**src/rtl/spi_bus_arbiter_pkg.sv**
```systemverilog
// Shared types for the SPI bus arbiter.
//   state_t   : sequencer states (IDLE, START, WAIT, DONE)
//   idx_width : bit width of a requester index for n requesters
package spi_bus_arbiter_pkg;

    typedef enum logic [1:0] {
        IDLE  = 2'd0,
        START = 2'd1,
        WAIT  = 2'd2,
        DONE  = 2'd3
    } state_t;

    function automatic int idx_width(input int n);
        return (n > 1) ? $clog2(n) : 1;
    endfunction

endpackage

```
**src/rtl/spi_bus_arbiter_rr.sv**
```systemverilog
// Combinational round-robin picker.  Searches upward from pointer+1,
// wrapping modulo NUM_REQ, and returns the first requester found.
// Ports:
//   req     in  NUM_REQ  request vector
//   pointer in  IDX_W    index of the most recent grant
//   any     out 1        at least one request pending
//   grant   out IDX_W    index of the winning requester (0 when none)
module rr_arbiter
    import spi_bus_arbiter_pkg::*;
#(
    parameter int NUM_REQ = 4,
    parameter int IDX_W   = idx_width(NUM_REQ)
) (
    input  logic [NUM_REQ-1:0] req,
    input  logic [IDX_W-1:0]   pointer,
    output logic               any,
    output logic [IDX_W-1:0]   grant
);

    logic [IDX_W-1:0] cand;

    // Walk from the farthest candidate towards the nearest so the last hit,
    // which is the nearest one after the pointer, is the one that sticks.
    always_comb begin
        any   = 1'b0;
        grant = '0;
        cand  = '0;
        for (int k = NUM_REQ; k >= 1; k--) begin
            cand = IDX_W'((int'(pointer) + k) % NUM_REQ);
            if (req[cand]) begin
                any   = 1'b1;
                grant = cand;
            end
        end
    end

endmodule

```
**src/rtl/spi_bus_arbiter.sv**
```systemverilog
// Shares one SPI master among NUM_REQ requesters, one transaction per grant,
// round-robin.  Issues the start pulse, waits for done and returns the
// received word with a one-cycle one-hot ack to the winner.
// Optional feature macro: SPI_BUS_ARBITER_TIMEOUT_EN (WAIT watchdog, err out).
// Ports:
//   clk, rst            clock, synchronous active-high reset
//   req/req_ss/req_data per-requester request level, slave index, tx word
//   ack/rsp_data/err    one-hot completion pulse, rx word, timeout flag
//   spi_start/ss/tx     start pulse and latched transaction to the master
//   spi_busy/done/rx    master status and received word
//
// state | meaning
// IDLE  | arbitrate when a request is pending and the master is free
// START | one-cycle start pulse to the master
// WAIT  | waiting for spi_done (or the watchdog)
// DONE  | ack the granted requester, advance the round-robin pointer
module spi_bus_arbiter
    import spi_bus_arbiter_pkg::*;
#(
    parameter int NUM_REQ       = 4,
    parameter int word_width    = 8,
    parameter int SS_width      = 1,
    parameter int TIMEOUT_WIDTH = 8
) (
    input  logic                           clk,
    input  logic                           rst,
    input  logic [NUM_REQ-1:0]             req,
    input  logic [NUM_REQ*SS_width-1:0]    req_ss,
    input  logic [NUM_REQ*word_width-1:0]  req_data,
    output logic [NUM_REQ-1:0]             ack,
    output logic [word_width-1:0]          rsp_data,
    output logic                           err,
    output logic                           spi_start,
    output logic [SS_width-1:0]            spi_ss,
    output logic [word_width-1:0]          spi_tx,
    input  logic                           spi_busy,
    input  logic                           spi_done,
    input  logic [word_width-1:0]          spi_rx
);

    localparam int IW = idx_width(NUM_REQ);

    state_t            state, state_next;
    logic [IW-1:0]     pointer, grant_idx, pick_idx;
    logic              pick_any, grant_now, to_hit;
    logic [SS_width-1:0]   ss_slice [NUM_REQ];
    logic [word_width-1:0] tx_slice [NUM_REQ];

    for (genvar i = 0; i < NUM_REQ; i++) begin : g_slice
        assign ss_slice[i] = req_ss[i*SS_width +: SS_width];
        assign tx_slice[i] = req_data[i*word_width +: word_width];
    end

    rr_arbiter #(.NUM_REQ(NUM_REQ), .IDX_W(IW)) u_rr (
        .req     (req),
        .pointer (pointer),
        .any     (pick_any),
        .grant   (pick_idx)
    );

    assign grant_now = (state == IDLE) && pick_any && !spi_busy;

`ifdef SPI_BUS_ARBITER_TIMEOUT_EN
    // Down-counter loaded while in START; terminal count at zero in WAIT
    // lands DONE 2**TIMEOUT_WIDTH cycles after the start pulse.
    localparam logic [TIMEOUT_WIDTH-1:0] TO_LOAD = TIMEOUT_WIDTH'(2**TIMEOUT_WIDTH - 2);
    logic [TIMEOUT_WIDTH-1:0] to_cnt;
    logic                     timed_out;

    assign to_hit = (state == WAIT) && !spi_done && (to_cnt == '0);

    always_ff @(posedge clk) begin
        if (rst) begin
            to_cnt    <= '0;
            timed_out <= 1'b0;
        end else begin
            if (state == START) begin
                to_cnt    <= TO_LOAD;
                timed_out <= 1'b0;
            end else if (state == WAIT && to_cnt != '0) begin
                to_cnt <= to_cnt - TIMEOUT_WIDTH'(1);
            end
            if (to_hit)
                timed_out <= 1'b1;
        end
    end
`else
    logic unused_timeout_width;
    assign to_hit = 1'b0;
    assign unused_timeout_width = (TIMEOUT_WIDTH > 0);
`endif

    always_ff @(posedge clk) begin
        if (rst)
            state <= IDLE;
        else
            state <= state_next;
    end

    always_comb begin
        state_next = state;
        case (state)
            IDLE:  if (grant_now) state_next = START;
            START: state_next = WAIT;
            WAIT:  if (spi_done || to_hit) state_next = DONE;
            DONE:  state_next = IDLE;
            default: state_next = IDLE;
        endcase
    end

    always_comb begin
        spi_start = (state == START);
        ack       = '0;
        if (state == DONE)
            ack[grant_idx] = 1'b1;
`ifdef SPI_BUS_ARBITER_TIMEOUT_EN
        err = (state == DONE) && timed_out;
`else
        err = 1'b0;
`endif
    end

    always_ff @(posedge clk) begin
        if (rst) begin
            pointer   <= IW'(NUM_REQ - 1);
            grant_idx <= '0;
            spi_ss    <= '0;
            spi_tx    <= '0;
            rsp_data  <= '0;
        end else begin
            if (grant_now) begin
                grant_idx <= pick_idx;
                spi_ss    <= ss_slice[pick_idx];
                spi_tx    <= tx_slice[pick_idx];
            end
            if (state == WAIT && spi_done)
                rsp_data <= spi_rx;
            else if (to_hit)
                rsp_data <= '0;
            if (state == DONE)
                pointer <= grant_idx;
        end
    end

endmodule

```
**config.mk**
```make
export PLATFORM = sky130hd
export DESIGN_NAME = spi_bus_arbiter
export DESIGN_NICKNAME = d
export VERILOG_FILES = /design/src/rtl/spi_bus_arbiter_pkg.sv /design/src/rtl/spi_bus_arbiter_rr.sv /design/src/rtl/spi_bus_arbiter.sv
export SDC_FILE = /design/constraint.sdc
export NUM_CORES = 1
export LEC_CHECK = 0
export ABC_CLOCK_PERIOD_IN_PS = 4000
export BUFFER_PORTS_ARGS = -buffer_cell sky130_fd_sc_hd__buf_2
export CORE_ASPECT_RATIO = 1.75
export CORE_MARGIN = 2
export CORE_UTILIZATION = 45
export DETAILED_ROUTE_END_ITERATION = 12
export GPL_ROUTABILITY_DRIVEN = 0
export GPL_TIMING_DRIVEN = 0
export HOLD_SLACK_MARGIN = 0.15
export PLACE_DENSITY = 0.9
export SLEW_MARGIN = 10
export SYNTH_ARGS = -nofsm -noshare
export SYNTH_HDL_FRONTEND = slang
export SYNTH_SLANG_ARGS = --single-unit
```
**constraint.sdc**
```tcl
create_clock -name clk -period 4 [get_ports clk]
set_input_delay 0.6 -clock clk [delete_from_list [all_inputs] [get_ports clk]]
set_output_delay 0.6 -clock clk [all_outputs]
set_load 0.05 [all_outputs]
```
# Word level (Yosys, flattened, before mapping)
# Index checks and enable logic that the tools add are counted.
totals:
  reg_bits: 23
  out_inout_bits: 23
  elab_cells: 58
op_classes:
  addsub: 4
  n_lt_le_gt_ge: 7
  eq_ne: 5
  n_mux: 28
  bitwise_logic: 1
  reduce_logical: 7
ops:
  columns: ["op", "count"]
  rows:
  - ["binary-select mux 8 bit (select 2 bit)", 1]
  - ["two-way mux 8 bit", 2]
  - ["less-than comparator 2 x 3 -> 1 bit (second input constant)", 5]
  - ["two-way mux 2 bit", 6]
  - ["two-way mux 1 bit", 11]
  - ["binary-select mux 1 bit (select 2 bit)", 5]
  - ["case mux 2 bit (4 select lines)", 1]
  - ["adder 2 x 1 -> 2 bit (second input constant)", 2]
  - ["adder 2 bit (second input constant)", 2]
  - ["== test 2 bit (second input constant)", 2]
  - ["logical AND 1 bit", 4]
  - ["two-way mux 4 bit", 1]
  - ["inequality test 2 bit (second input constant)", 2]
  - [">= comparator 3 bit (second input constant)", 1]
  - ["NOT 2 -> 3 bit", 1]
  - ["demux 1 bit (select 2 bit)", 1]
  - ["== test 2 x 1 -> 1 bit (second input constant)", 1]
  - [">= comparator 2 x 1 -> 1 bit (second input constant)", 1]
  - ["logical NOT 2 bit", 1]
  - ["AND reduction 2 bit", 1]
  - ["logical NOT 1 bit", 1]

# Depth between registers and ports, before layout
logic_depth:
  ltp_word: 11
  mapped_depth: 7

# Cells and area by module
# From an unflattened synthesis, not the netlist that was laid out.
unflattened:
  cells_unflattened: 142
  area_unflattened_um2: 1246.2
by_module_without_submodules:
  columns: ["module", "n_inst", "cells_each", "area_per_inst_um2"]
  rows:
  - ["spi_bus_arbiter", 1, 128, 1154.9]
  - ["rr_arbiter", 1, 14, 91.3]

# Worst setup path before layout
# Ideal clock, no wire load.
synth_timing:
  path_type: "register to output"
  from: "reg state[1]"
  to: "out ack[0]"
  arrival_time_ps: 1765
  t_required_ps: 3400
  path_slack_ps: 1635
  stages_incl_launch_ff: 3
  path_buffers: 0
  path_cell_list: "dfxtp_1 -> ha_1 -> nor3b_1"
synth_between:
  elab_chain_len: 2
synth_rtl:
  columns: ["element", "line", "text"]
  rows:
  - ["start, declared", "spi_bus_arbiter.sv:43", "state_t state, state_next;"]
  - ["start signal, assigned", "spi_bus_arbiter.sv:97", "state <= state_next;"]
  - ["== test 2 bit", "spi_bus_arbiter.sv:114", "if (state == DONE)"]
  - ["two-way mux 4 bit", "spi_bus_arbiter.sv:114", null]
  - ["end, declared", "spi_bus_arbiter.sv:30", "output logic [NUM_REQ-1:0] ack,"]
# Every way passes these cells.

# Worst setup path in the final report
layout_timing:
  from: "in req[1]"
  to: "reg spi_tx[7]"
layout_between:
  elab_chain_len: 10
  word_cells_on_any_way: 22
  classes_between: "mux (19); bitwise (1); reduce/logical (2)"
layout_rtl:
  columns: ["element", "line", "text"]
  rows:
  - ["start, declared", "spi_bus_arbiter.sv:27", "input logic [NUM_REQ-1:0] req,"]
  - ["binary-select mux 1 bit (select 2 bit)", "spi_bus_arbiter_rr.sv:30", "if (req[cand]) begin"]
  - ["two-way mux 1 bit (implied by the code)", "spi_bus_arbiter_rr.sv:30", null]
  - ["two-way mux 2 bit (4 in a row)", "spi_bus_arbiter_rr.sv:30", null]
  - ["NOT 2 -> 3 bit (implied by the code)", "spi_bus_arbiter.sv:134", "spi_tx <= tx_slice[pick_idx];"]
  - ["binary-select mux 8 bit (select 2 bit)", "spi_bus_arbiter.sv:134", null]
  - ["two-way mux 8 bit (implied by the code) (2 in a row)", "spi_bus_arbiter.sv:134", null]
  - ["end signal, assigned", "spi_bus_arbiter.sv:134", null]
  - ["end, declared", "spi_bus_arbiter.sv:35", "output logic [word_width-1:0] spi_tx,"]
# Parallel ways exist; a longest one is shown, timed or not. The select of a mux whose other input is x is not followed.
# A chain may end at the register's enable or synchronous reset.

==> impl_metrics.yaml <==
status:
  status: "complete, no violations"
cts:
  clk_pin_slew_ps: 80
  clock_sinks: 23
  numCtsBuffers: 3
  ctsHtreeMaxLevel: 1
  cts_tree: "yes"
  cts_hold_buf: 0
  cts_resized: 0
  cts-root-buf: "clkbuf_8"
  clock_latency_ps: 260
  cts_setup_buffers: 0
  clockBufferDepth: 2
grt:
  overflow: 0
  grt_busiest_layer: "met2"
  antenna_found_initial: 0
  grt_usage_pct: 19.6
  grt_pass1_wl_mm: 4.84
  grt_util_met3_pct: 1.98
  grt_pass1_vias: 1227
  use_met1_pct: 20.4
  globalRouteMet2Util_pct: 37.6
  grt_max_degree: 14
routing:
  post-route-drc-count: 0
  drtIter0Drc: 41
  wl_mm: 3.09
  routedWlPerCell_um: 12.7
  drt-vias-per-instance: 5.37
  vias: 1305
  antenna_left: 0
  dr.pass1.iters: 4
yosys:
  yosysSeqAreaShare_pct: 37.9
  syn_area_um2: 1220
  yosysUniqueCellTypes: 29
  synthCells: 140
  synth-warning-count: 0
  syn_avg_cell_area_um2: 8.69
  synth-seq-cells: 23
  syn_nets: 197
power_and_ir_drop:
  p_sw_share_pct: 44.5
  peakVddDrop_mv: 0.339
  pwr-share-clk_pct: 16.4
  p_per_area_nw_per_um2: 524
  p_leak_nw: 0.815
  p_int_w: 0.000481
  pwr-share-seq_pct: 35.2
  comb_power_share_pct: 48.4
  net-switching-power_w: 0.000386
cells_and_area:
  num_antenna_cells: 0
  area.growth.synth_to_final_pct: 36.2
  fin_nets: 274
  post-route-util_pct: 63.0
  layout-drive-gt1-share_pct: 37.5
  instances_no_fill: 243
setup_path:
  r2r_end: "spi_tx[7]$_SDFFE_PP0P_"
  crit_top_cell: "nor2_1"
  crit_chain: "buf_2 -> nor4_1 -> nor2_1 -> nor2_1 -> nand2_1 -> o221ai_1"
  crit_required_ps: 4180
  crit_type: "primary input to flip-flop"
  endpoint: "spi_tx[7]$_SDFFE_PP0P_"
  r2r-start: "pointer[1]$_SDFFE_PP1P_"
  cp-startpoint: "req[1]"
  cp_num_cells: 6
  crit_fanout: 9
  slowest_stage: "nor4_1"
  critPathArrivalTime_ps: 2170
  cp-end-kind: "flip-flop"
  crit_buf_inv: 1
  rrSetupSlack_ps: 2100
  path_delay_family: "simple AND/OR/NAND/NOR gates"
  reg2reg_depth: 7
  cp-start-kind: "primary input"
  max_stage_delay_ps: 590
floorplanning:
  io_pins: 75
  fp.dieH_um: 72.8
  die_w_um: 43.3
  row_count: 25
  core_um2: 2630
  start_util_pct: 46.3
  die_area_um2: 3150
sta:
  fin_tns_setup_ps: 0
  setup_viol: 0
  period_share_pct: 49.7
  period_minus_slack_ps: 1990
  hold_slack_ps: 456
  tightestPinTransition_ps: 640
  slew_violations: 0
  grt_setup_unrepaired: "false"
  finalClockSkew_ps: 2.54
  relSlewSlack_pct: 56.9
  max_clock_freq_ghz: 0.503
  fin_ws_ps: 2010
  hold_viol_final: 0
flow_run:
  cap_violations: 0
placement:
  dp_hpwl_mm: 2.57
  place_ws_ps: 1730
  place_inst: 239
  port_buffers: 72
hold_path:
  min_path_type: "flip-flop to flip-flop"
-- synthesized netlist by cell type --
library cell  count  area (um^2)
nand2_1          20         75.1
buf_4             1         7.51
ha_1              5         62.6
and3_1            1         6.26
mux2i_1          21          210
clkbuf_1          2         7.51
nor2b_1           1         6.26
nor3b_1           1         7.51
a21oi_1          12         60.1
dfxtp_1          23          460
or4_4             1         11.3
o22ai_1           1         6.26
a211oi_1          1         7.51
nor4_1            1         6.26
inv_1             7         26.3
o211ai_1          1         7.51
conb_1            1         3.75
a221oi_1          1         8.76
buf_6             1         11.3
a31oi_1           1         6.26
buf_2             2         10.0
buf_1             1         3.75
o21ai_0           2         10.0
nand2b_1          4         25.0
nor2_1            7         26.3
o21ai_1           2         10.0
nand3_1           9         45.0
o221ai_1          9         78.8
and3b_1           1         8.76
-- tightest hold or removal path, delay by kind of cell, from the launching register on --
family          cells  cell delay (ps)
flops               1              310
compound gates      1               50
simple gates        1               50
-- registers in the layout, summed over array words and instances (netlist names) --
name,count
rsp_data,8
spi_tx,8
grant_idx,2
pointer,2
state,2
spi_ss,1
-- metrics by stage --
stage | area (um^2) | power (W)
2_1_floorplan | 1220 | 0.000627
3_3_place_gp | 1610 | 0.000722
3_5_place_dp | 1610 | 0.000735
4_1_cts | 1660 | 0.000876
5_1_grt | 1660 | 0.000922
6_report | 1660 | 0.000867
-- area by class of cell --
type,instances,area (um^2)
well taps,27,33.8
repair buffers,72,360
multi-input cells,103,689
clock buffers,3,41.3
plain buffers,7,40.0
flip-flops and latches,23,460
clock inverters,1,5.00
fillers,248,971
inverters,7,26.3
-- metal layers --
metal	part of all wire, %	wire length (um)
met1	35	1090
met2	57	1750
met5	0	0
met4	2.3	72
met3	5.6	174
-- cells in the final DEF (no fill, tap or decap), types with 2 or more instances in the layout --
cell type | netlist | routed
buf_2 | 2 | 74
dfxtp_1 | 23 | 23
mux2i_1 | 21 | 21
nand2_1 | 20 | 20
a21oi_1 | 12 | 12
nand3_1 | 9 | 9
o221ai_1 | 9 | 9
nor2_1 | 7 | 7
inv_1 | 7 | 7
ha_1 | 5 | 5
nand2b_1 | 4 | 4
clkbuf_8 | 0 | 3
clkbuf_1 | 2 | 2
o21ai_0 | 2 | 2
o21ai_1 | 2 | 2
-- cells by family (layout without fill, tap and decap cells) --
group	count (synthesis)	after routing	synth area share [%]
DFF	23	23	37.9
adders and majority gates	5	5	5.14
and+or+nand+nor	46	46	17.9
muxes	21	21	17.3
buffers and inverters	14	90	5.45
other	1	1	0.308
AOI/OAI and AO/OA	30	30	16.1
-- how the worst min path moves through the flow --
stage | startpoint | endpoint | depth (start not counted)
finish | rsp_data[1]$_SDFFE_PP0P_ | rsp_data[1]$_SDFFE_PP0P_ | 2
global placement | spi_tx[4]$_SDFFE_PP0P_ | spi_tx[4]$_SDFFE_PP0P_ | 2
floorplan | grant_idx[1]$_SDFFE_PP0P_ | grant_idx[1]$_SDFFE_PP0P_ | 2
global route | rsp_data[1]$_SDFFE_PP0P_ | rsp_data[1]$_SDFFE_PP0P_ | 2
CTS | rsp_data[1]$_SDFFE_PP0P_ | rsp_data[1]$_SDFFE_PP0P_ | 2
detailed placement | rsp_data[5]$_SDFFE_PP0P_ | rsp_data[5]$_SDFFE_PP0P_ | 2
-- power groups by stage --
stage	Combinational, W	Sequential (W)	Clock, W
final	0.000420	0.000306	0.000142
after global routing	0.000457	0.000313	0.000152
after CTS	0.000424	0.000307	0.000145
after detailed placement	0.000423	0.000312	0
after global placement	0.000412	0.000310	0
after floorplan	0.000220	0.000408	0
No activity file was read; power rests on OpenSTA's default activity.
